[src/rtl/dl_rom_loader.sv]
// Byte-wide ROM download driver: unpacks the bridge's 32-bit big-endian words into paced strobes.
// Optional byte checksum on O_CSUM when DL_ROM_LOADER_CSUM_EN is defined.
module dl_rom_loader #(
  parameter int unsigned ROM_SIZE = 75040,
  parameter int unsigned WR_GAP   = 0
) (
  input  logic        I_CLK,
  input  logic        I_RST_N,
  input  logic        I_START,
  input  logic [31:0] I_WDATA,
  input  logic        I_WVALID,
  output logic        O_WREADY,
  input  logic        I_END,
  output logic [16:0] O_DLADDR,
  output logic [7:0]  O_DLDATA,
  output logic        O_DLWR,
  output logic        O_BUSY,
  output logic        O_DONE,
  output logic        O_ERR,
  output logic [15:0] O_CSUM
);

  localparam int unsigned GapW = (WR_GAP > 1) ? $clog2(WR_GAP) : 1;
  localparam logic [GapW-1:0] GapInit = GapW'((WR_GAP > 0) ? WR_GAP - 1 : 0);
  localparam logic [16:0] LastAddr = 17'(ROM_SIZE - 1);
  localparam logic [16:0] AddrMax  = 17'(ROM_SIZE);

  typedef enum logic [2:0] {StIdle, StLoad, StEmit, StGap, StDone} state_e;

  state_e            state_q, state_d;
  logic [31:0]       word_q, word_d;
  logic [2:0]        idx_q, idx_d;
  logic [GapW-1:0]   gap_q, gap_d;
  logic              end_q, end_d;
  logic [16:0]       addr_q, addr_d;
  logic              dlwr_q, dlwr_d;
  logic [7:0]        dldata_q, dldata_d;
  logic              err_q, err_d;
  logic              wready_q, busy_q, done_q;

  function automatic logic [7:0] sel_byte(input logic [31:0] w, input logic [1:0] i);
    logic [7:0] b;
    case (i)
      2'd0:    b = w[31:24];
      2'd1:    b = w[23:16];
      2'd2:    b = w[15:8];
      default: b = w[7:0];
    endcase
    return b;
  endfunction

  always_comb begin
    state_d  = state_q;
    word_d   = word_q;
    idx_d    = idx_q;
    gap_d    = gap_q;
    end_d    = end_q;
    addr_d   = addr_q;
    dlwr_d   = 1'b0;
    dldata_d = dldata_q;
    err_d    = err_q;
    if (I_START) begin
      // Restart wins over any word offered in the same cycle.
      state_d = StLoad;
      addr_d  = '0;
      idx_d   = '0;
      gap_d   = '0;
      end_d   = 1'b0;
      err_d   = 1'b0;
    end else begin
      unique case (state_q)
        StIdle: ;
        StLoad: begin
          if (I_WVALID) begin
            word_d   = I_WDATA;
            idx_d    = '0;
            end_d    = I_END;
            dlwr_d   = 1'b1;
            dldata_d = I_WDATA[31:24];
            state_d  = StEmit;
          end else if (I_END) begin
            state_d = StDone;
          end
        end
        StEmit: begin
          if (addr_q != AddrMax) addr_d = addr_q + 17'd1;
          idx_d = idx_q + 3'd1;
          if (addr_q == LastAddr) begin
            state_d = StDone;
          end else if (WR_GAP > 0) begin
            state_d = StGap;
            gap_d   = GapInit;
          end else if (idx_q == 3'd3) begin
            state_d = end_q ? StDone : StLoad;
          end else begin
            dlwr_d   = 1'b1;
            dldata_d = sel_byte(word_q, idx_q[1:0] + 2'd1);
          end
        end
        StGap: begin
          if (gap_q != '0) begin
            gap_d = gap_q - 1'b1;
          end else if (idx_q[2]) begin
            state_d = end_q ? StDone : StLoad;
          end else begin
            state_d  = StEmit;
            dlwr_d   = 1'b1;
            dldata_d = sel_byte(word_q, idx_q[1:0]);
          end
        end
        StDone: begin
          if (I_WVALID) err_d = 1'b1;
        end
        default: state_d = StIdle;
      endcase
    end
  end

  always_ff @(posedge I_CLK or negedge I_RST_N) begin
    if (!I_RST_N) begin
      state_q  <= StIdle;
      word_q   <= '0;
      idx_q    <= '0;
      gap_q    <= '0;
      end_q    <= 1'b0;
      addr_q   <= '0;
      dlwr_q   <= 1'b0;
      dldata_q <= '0;
      err_q    <= 1'b0;
      wready_q <= 1'b0;
      busy_q   <= 1'b0;
      done_q   <= 1'b0;
    end else begin
      state_q  <= state_d;
      word_q   <= word_d;
      idx_q    <= idx_d;
      gap_q    <= gap_d;
      end_q    <= end_d;
      addr_q   <= addr_d;
      dlwr_q   <= dlwr_d;
      dldata_q <= dldata_d;
      err_q    <= err_d;
      wready_q <= (state_d == StLoad) || (state_d == StDone);
      busy_q   <= (state_d == StLoad) || (state_d == StEmit) || (state_d == StGap);
      done_q   <= (state_d == StDone);
    end
  end

`ifdef DL_ROM_LOADER_CSUM_EN
  logic [15:0] csum_q;

  always_ff @(posedge I_CLK or negedge I_RST_N) begin
    if (!I_RST_N) begin
      csum_q <= '0;
    end else if (I_START) begin
      csum_q <= '0;
    end else if (dlwr_q) begin
      csum_q <= csum_q + {8'd0, dldata_q};
    end
  end

  assign O_CSUM = csum_q;
`else
  assign O_CSUM = '0;
`endif

  assign O_WREADY = wready_q;
  assign O_DLADDR = addr_q;
  assign O_DLDATA = dldata_q;
  assign O_DLWR   = dlwr_q;
  assign O_BUSY   = busy_q;
  assign O_DONE   = done_q;
  assign O_ERR    = err_q;

endmodule

[config.mk]
export PLATFORM = sky130hd
export DESIGN_NAME = dl_rom_loader
export DESIGN_NICKNAME = d
export VERILOG_FILES = /design/src/rtl/dl_rom_loader.sv
export SDC_FILE = /design/constraint.sdc
export NUM_CORES = 1
export LEC_CHECK = 0
export ABC_AREA = 1
export CORE_MARGIN = 5
export CORE_UTILIZATION = 30
export DETAILED_ROUTE_END_ITERATION = 6
export GPL_TIMING_DRIVEN = 0
export PLACE_DENSITY = 0.61
export SYNTH_ARGS = -nofsm -noshare
export SYNTH_HDL_FRONTEND = slang
export SYNTH_SLANG_ARGS = --single-unit
export TNS_END_PERCENT = 30
[constraint.sdc]
create_clock -name I_CLK -period 1.5 [get_ports I_CLK]
set_input_delay 0.3 -clock I_CLK [delete_from_list [all_inputs] [get_ports I_CLK]]
set_output_delay 0.3 -clock I_CLK [all_outputs]
set_load 0.01 [all_outputs]
== After elaboration in Yosys (flattened, before gate mapping) ==
Index checks and enable logic that the tools add are counted.
W data, S select, Z words.
Word-level totals
  bits in latches: 0
  input port bits: 37
  word-level logic and storage cells: 98
  output and inout port bits: 46
  bits in read-only memories: 0
  memories kept: 0
  bits in writable memories: 0
  register bits after elaboration: 70
Operators by class
  $mul: 0
  div/mod/pow operators: 0
  equality and inequality tests: 21
  shift-type cells: 0
  add/subtract/negate cells: 4
  reductions and logical operators: 21
  bitwise operators: 1
  $lt $le $gt $ge: 0
  muxes and demuxes: 39
Operators with widths (number)
  $pmux W8 S3: 3
  $mux W17: 3
  $mux W8: 5
  $mux W3: 10
  $add A17 B1 Y17 const B: 1
  $eq A17 B17 Y1 const B: 1
  $ne A17 B17 Y1 const B: 1
  $eq A3 B2 Y1 const B: 5
  $mux W1: 15
  $pmux W3 S4: 1
  $reduce_bool A2 Y1: 6
  $ne A2 B2 Y1 const B: 5
  $reduce_and A2 Y1: 4
  $reduce_and A7 Y1: 1
  $eq A3 B1 Y1 const B: 2
  $eq A3 B3 Y1 const B: 2
  $pmux W3 S2: 1
  $reduce_bool A3 Y1: 2
  $eq A2 B1 Y1 const B: 2
  $eq A2 B2 Y1 const B: 2
  $logic_not A2 Y1: 2
  $add A3 B1 Y3 const B: 1
  $logic_not A3 Y1: 1
  $logic_or A1 B1 Y1: 3
  7 further kinds: 7

== Logic depth before layout (Yosys ltp) ==
  depth in word-level cells: 8
  mapped depth: 13
  depth with buffers taken out: 12

== Worst setup path before layout ==
Ideal clock, no wire load.
  kind: flip-flop to flip-flop
  from: reg idx_q[0]
  to: reg dldata_q[0] (netlist: O_DLDATA[0])
  stages on the path, launching flop included: 11
  buffers on the path: 1
  data arrival time: 1.418 ns
  slack: -0.034 ns
  clock period less this slack: 1.534 ns
  cell sequence: dfrtp_1 -> inv_1 -> ha_1 -> clkbuf_1 -> inv_1 -> nor2_1 -> nor2_1 -> nand2_1 -> nand3_1 -> nand3_1 -> nand2_1
Between the ends
  longest elaborated chain between the ends: 6
Ends and longest elaborated chain
  start, declared: line 32  | logic [2:0] idx_q, idx_d;
  start signal, assigned: line 136  | idx_q <= idx_d;
  $add A2 B1 Y2: line 97  | dldata_d = sel_byte(word_q, idx_q[1:0] + 2'd1);
  $eq A2 B2 Y1, or another cell as far along: line 43  | case (i)
  $pmux W8 S3: line 43
  $mux W8: line 93  | end else if (idx_q == 3'd3) begin
  $mux W8: line 88  | if (addr_q == LastAddr) begin
  $pmux W8 S3: line 71  | unique case (state_q)
  end signal, assigned: line 141  | dldata_q <= dldata_d;
  end, declared: line 37  | logic [7:0] dldata_q, dldata_d;
Several ways; a longest one is shown, not always the timed one. The select of a mux whose other input is x is not followed.
A chain may end at the register's enable or synchronous reset.

== Worst setup path in the final report ==
  from: reg addr_q[1] (netlist: O_DLADDR[1])
  to: reg addr_q[15] (netlist: O_DLADDR[15])
Between the ends
  longest elaborated chain between the ends: 4
Ends and longest elaborated chain
  start, declared: line 35  | logic [16:0] addr_q, addr_d;
  start signal, assigned: line 139  | addr_q <= addr_d;
  $add A17 B1 Y17: line 86  | if (addr_q != AddrMax) addr_d = addr_q + 17'd1;
  $mux W17: line 86
  $mux W17: line 71
  $mux W17: line 62  | if (I_START) begin
Several ways; a longest one is shown, not always the timed one. The select of a mux whose other input is x is not followed.

==> results.txt <==
CTS tree -> done
most common cell in the netlist -> nand2_1
crit end category -> flop
status -> finished with violations
slew margin rel. -> 0.403
Post-CTS Hold Fix Bufs -> 0
gr usage total -> 0.164
register area share after synthesis -> 0.417
die area -> 16,300 um2
number of antenna diodes -> 0
fill cell count -> 1,389
Design Area, Final -> 6060 um2
clk_lat worst skew -> 0.34 ns
worst hold path class -> in -> async
DR WL/cell -> 14.7 um
Root Driver -> clkbuf_16
Leak -> 3.05 nW
crit share post-route -> 1.10
failing checks -> setup timing
area of all sequential standard cells -> 1750 um2
H-tree depth -> 3
antenna violations before repair -> 0
Max Cap Viol -> 0
CP startpoint -> O_DLADDR[1]$_DFFE_PN0P_
Slew @ Worst Pin -> 0.895 ns
drc violations -> 0
GPL Wtd Cong -> 0.897
kind of critical path -> reg -> reg
setup violators final -> 27
top-level port count -> 83
setup TNS -> -2.04 ns
multi-input logic area -> 2400 um2
initial core utilization -> 0.302
Port Buffers -> 66
Crit path required time -> 1.73 ns
Fin. Hold Viols -> 0
Area Growth Syn to Fin -> 46.3%
fin crit period -> 1.65 ns
skew final -> 0.00739 ns
grt total ovfl -> 0
hpwl dp -> 8.46 mm
final worst setup slack -> -0.149 ns
row cnt -> 43
synthesized cell area -> 4140 um2
unrepaired setup endpoints after global routing -> true
Core Util, Final -> 0.442
Die Span Y -> 128 um
Post-synth ARST share -> 1.00
distinct cell type count of the synthesized netlist -> 33
Peak Freq -> 606 MHz
Ys Warns -> 0
initial detailed-routing violation count -> 382
Final nets -> 752
Post-synth top cells -> nand2_1 (215), nand3_1 (81), dfrtp_1 (69), nor2_1 (69), inv_1 (27)
Worst VDD drop -> 579 uV
layout cells sized above 1 -> 0.250
Mapped Cells -> 586
FF+latch count, synth -> 69
global-route wire length before repair -> 21.2 mm
share of the synthesized area in the top cell type -> 0.417
post-route ant nets -> 0
via/cell ratio -> 4.79
detailed-route via count -> 4,271
CTS sink count -> 69
pwr/cell area -> 966 nW/um2
CORE AREA -> 13,700 um2
syn avg cell area -> 7.07 um2
drt first pass iters -> 5
worst-path maximum fanout -> 5
clock slew at reported path FFs -> 0.06 ns
worst r2r src -> O_DLADDR[1]$_DFFE_PN0P_
Yosys top cell by area -> dfrtp_1
startpoint types -> flop
number of synthesized flops with an enable pin -> 0
DIE WIDTH -> 128 um
clk buf depth -> 2
worst path arrival time -> 1.88 ns
Max Slew Vio Count -> 0
ys flop type -> dfrtp_1
Num CTS Buffers -> 9
Area after DPL -> 5090 um2
Design Power -> 5.85 mW
vias in the first global route -> 4,099
largest net degree at the start of global routing -> 70
Synth area leaders -> dfrtp_1 (42%), nand2_1 (19%), nand3_1 (9.8%), nor2_1 (6.3%), buf_4 (2.9%)
final WL -> 13.1 mm
kinds of logic (layout without fill, tap and decap cells):
group                      count (synthesis)  after routing  synth area share
other                                      1             16          0.000905
DFF                                       69             69             0.417
AOI/OAI and AO/OA                         33             33            0.0435
buffers and inverters                     73            183            0.0861
adders and majority gates                  9              9            0.0272
xor gates and xnor gates                   6              6            0.0127
and+or+nand+nor                          395            395             0.413
what timing repair did:
item                                    4_1_cts  5_1_grt
pin swaps                                    44       16
endpoints found under the setup margin       95       63
hold endpoints to repair                      0        0
buffers inserted                             24        8
resized for setup                           139       26
gates cloned                                  3        1
cell type report:
cell class / count / area share
clock inverters: 4 / 0.0116
plain buffers: 35 / 0.0427
inverters: 33 / 0.0231
multi-input cells: 459 / 0.396
flip-flops and latches: 69 / 0.288
well taps: 180 / 0.0372
clock buffers: 12 / 0.0423
repair buffers: 99 / 0.159
layer usage:
layer	vias to the layer above	wire [um]	track usage
met5	-	0	0
li1	2086	-	-
met3	21	880	0.0397
met2	153	6320	0.265
met1	2011	5670	0.219
met4	0	214	0.0467
critical path, stage by stage, from the launching register on:
cell and delay [ns]:
dfrtp_1 0.43, inv_2 0.08, ha_4 0.16, nand2_1 0.05, inv_1 0.04, nand2_2 0.07
nor2_4 0.04, nand2_2 0.06, nand2_2 0.06, nand2_4 0.11, clkinv_4 0.08, buf_12 0.13
buf_8 0.13, nand2_2 0.04, nand2_1 0.05
through the flow:
step                setup slack (ns)  hold WS, ns  instances
finish                        -0.149       0.0951        891
global route                  -0.214        0.184        891
CTS                           -0.152        0.125        886
detailed placement            -0.531        0.460        847
global placement               -2.34        0.460        847
floorplan                   0.000146      0.00441        601
flip-flops by register name, indices dropped and copies added (netlist names):
name      count
idx_q         3
O_DLDATA      8
state_q       3
O_DLADDR     17
word_q       32
O_DONE        1
O_WREADY      1
O_DLWR        1
O_BUSY        1
O_ERR         1
end_q         1
report_power, final:
group	switching (mW)	internal, mW	total [mW]
clock	0.827	1.54	2.37
sequential	0.237	2.13	2.36
combinational	0.615	0.507	1.12
total	1.68	4.17	5.85
worst paths after layout:
path	endpoint	slack, ns	cells after the start
max in group asynchronous	O_DLADDR[9]$_DFFE_PN0P_	0.77	1
worst max register to register	O_DLADDR[15]$_DFFE_PN0P_	-0.15	14
worst max-delay path	O_DLADDR[15]$_DFFE_PN0P_	-0.15	14
min in group I_CLK	O_DLDATA[0]$_DFFE_PN0P_	0.47	2
worst min register to register	O_DLDATA[0]$_DFFE_PN0P_	0.47	2
worst min-delay path	word_q[11]$_DFFE_PN0P_	0.1	1
placed cells by master, fill, tap and decap left out, types with 7 or more instances in the layout:
| cell type | netlist | routed |
|---|---|---|
| nand4_1 | 14 | 14 |
| a21oi_1 | 19 | 13 |
| dfrtp_2 | 0 | 16 |
| inv_1 | 27 | 20 |
| nand2_1 | 215 | 198 |
| nand3_2 | 2 | 15 |
| dfrtp_1 | 69 | 53 |
| buf_6 | 2 | 7 |
| inv_2 | 5 | 8 |
| nand2_2 | 4 | 18 |
| buf_4 | 16 | 42 |
| clkbuf_16 | 0 | 10 |
| dlygate4sd2_1 | 0 | 28 |
| clkdlybuf4s50_1 | 0 | 35 |
| nor2_1 | 69 | 62 |
| ha_4 | 0 | 7 |
| nand3_1 | 81 | 68 |
| conb_1 | 1 | 16 |
Note: power is estimated with default switching activity, not from simulation.
==> RTL change: new RTL, same settings <==
Add a define of `DL_ROM_LOADER_CSUM_EN`.
--- a/src/rtl/dl_rom_loader.sv
+++ b/src/rtl/dl_rom_loader.sv
@@ -1,4 +1,6 @@
 // Byte-wide ROM download driver: unpacks the bridge's 32-bit big-endian words into paced strobes.
 // Optional byte checksum on O_CSUM when DL_ROM_LOADER_CSUM_EN is defined.
+`define DL_ROM_LOADER_CSUM_EN
+
 module dl_rom_loader #(
   parameter int unsigned ROM_SIZE = 75040,
Formal check against the unedited RTL: not equivalent (a bounded check fails within 4 cycles, from zero or initial values and one cycle with I_RST_N low).
==> RTL change against the original RTL <==
- design area up 22%
- non-clock buffer count up 10
- synthesized area rose by 22%
- utilization up 0.59 points
- sequential cell count up 16
- the run still ends with negative setup slack left
- critical path type unchanged
- setup slack got worse by 0.0094 ns
- die area increased by 20%
- routed wire length rose by 18%
Power is not compared: it rests on default switching activity, and its combinational part moved more than twofold at a synthesized area within 25%.
==> RTL change: results (changes against the original RTL) <==
[outcome]
status = finished, violations left  ; unchanged
violations = negative setup slack  ; unchanged

[detailed_routing]
met3_wirelength_um = 862  ; was 880 um
routed-wl-met2_mm = 7.29  ; was 6.32 mm
wl_mm = 15.4  ; was 13.1 mm
drt_iter0_drc = 290  ; was 382
met1_length_mm = 7.11  ; was 5.67 mm
vias_per_cell = 4.76  ; was 4.79

[finish]
nClkBuffers = 13  ; was 12
comb.multi_input.count = 537  ; was 459
seq_share_pct = 29.2  ; was 28.8%
drive_gt1_share_pct = 26.0  ; was 25.0%
fillerInstances = 1621  ; was 1389
nNetsFinal = 884  ; was 752
buffers = 144  ; was 134
buf_share_pct = 18.1  ; was 20.1%
multi_input_area_um2 = 3090  ; was 2400 um2
final-clk-cell-share_pct = 4.23  ; was 5.39%
layout.non_clock_inverters = 52  ; was 33

[global_route]
track_usage_pct = 15.3  ; was 16.4%
grt_max_degree = 47  ; was 70
use_met2_pct = 24.2  ; was 26.5%
grt_use_met1_pct = 20.8  ; was 21.9%
grt_pass1_wl_mm = 24.3  ; was 21.2 mm

[timing]
finalWorstSetupSlack_ns = -0.159  ; was -0.149 ns
setup_viol_count_final = 35  ; was 27
fin_skew_ns = 0.0117  ; was 0.00739 ns
slew_headroom_pct = 58.5  ; was 40.3%

[min_path]
min_path_type = input pin to flip-flop  ; was input pin to asynchronous set/reset pin

[setup_path]
cpLargestDelayFamily = adder cells  ; was simple AND/OR/NAND/NOR gates
crit_slowest_cell = dfrtp_2  ; was dfrtp_1

[synth]
syn_inst = 702  ; was 586
ys_ff_latch = 85  ; was 69
yosys-top-cells-area = dfrtp_1 (42%), nand2_1 (19%), nand3_1 (11%), nor2_1 (4.6%), ha_1 (4.2%)  ; was dfrtp_1 (42%), nand2_1 (19%), nand3_1 (9.8%), nor2_1 (6.3%), buf_4 (2.9%)
ys_types = 34  ; was 33
synth_fa_ha_area_share_pct = 4.61  ; was 2.72%
synth_compound_area_share_pct = 6.22  ; was 4.35%

[placed_design]
dpl.hpwl_mm = 10.8  ; was 8.46 mm
portBuffers = 81  ; was 66
gp_congestion = 0.849  ; was 0.897
dp.cells = 1004  ; was 847

[clock_tree]
ctsResizeCount = 103  ; was 139
cts_post_setup_buffers_inserted = 16  ; was 24

## RTL change: path summary, 6_finish.rpt
| kind | startpoint | end | slack, ns | cells past startpoint |
|---|---|---|---|---|
| hold reg to reg | O_ERR | O_ERR | 0.49 | 1 |
| hold / removal | I_START | idx_q[2] | 0.36 | 2 |
| max in group asynchronous | I_RST_N | idx_q[1] | 0.34 | 3 |
| setup / recovery | O_DLDATA[0] | O_CSUM[12] | -0.16 | 8 |
| min in group asynchronous | I_RST_N | O_CSUM[0] | 0.50 | 2 |
| setup reg to reg | O_DLDATA[0] | O_CSUM[12] | -0.16 | 8 |
## RTL change: per-stage QoR
step	area (um2)	hold WS, ns
2_1_floorplan	5070	0.00441
3_3_place_gp	6150	0.478
3_5_place_dp	6180	0.334
4_1_cts	6790	0.329
5_1_grt	7400	0.359
6_report	7400	0.362
## RTL change: logic make-up after synthesis
kind of cell	after synthesis
flops	85
compound gates	59
buf+inv	80
simple gates	448
fa+ha+maj	18
xor+xnor	12
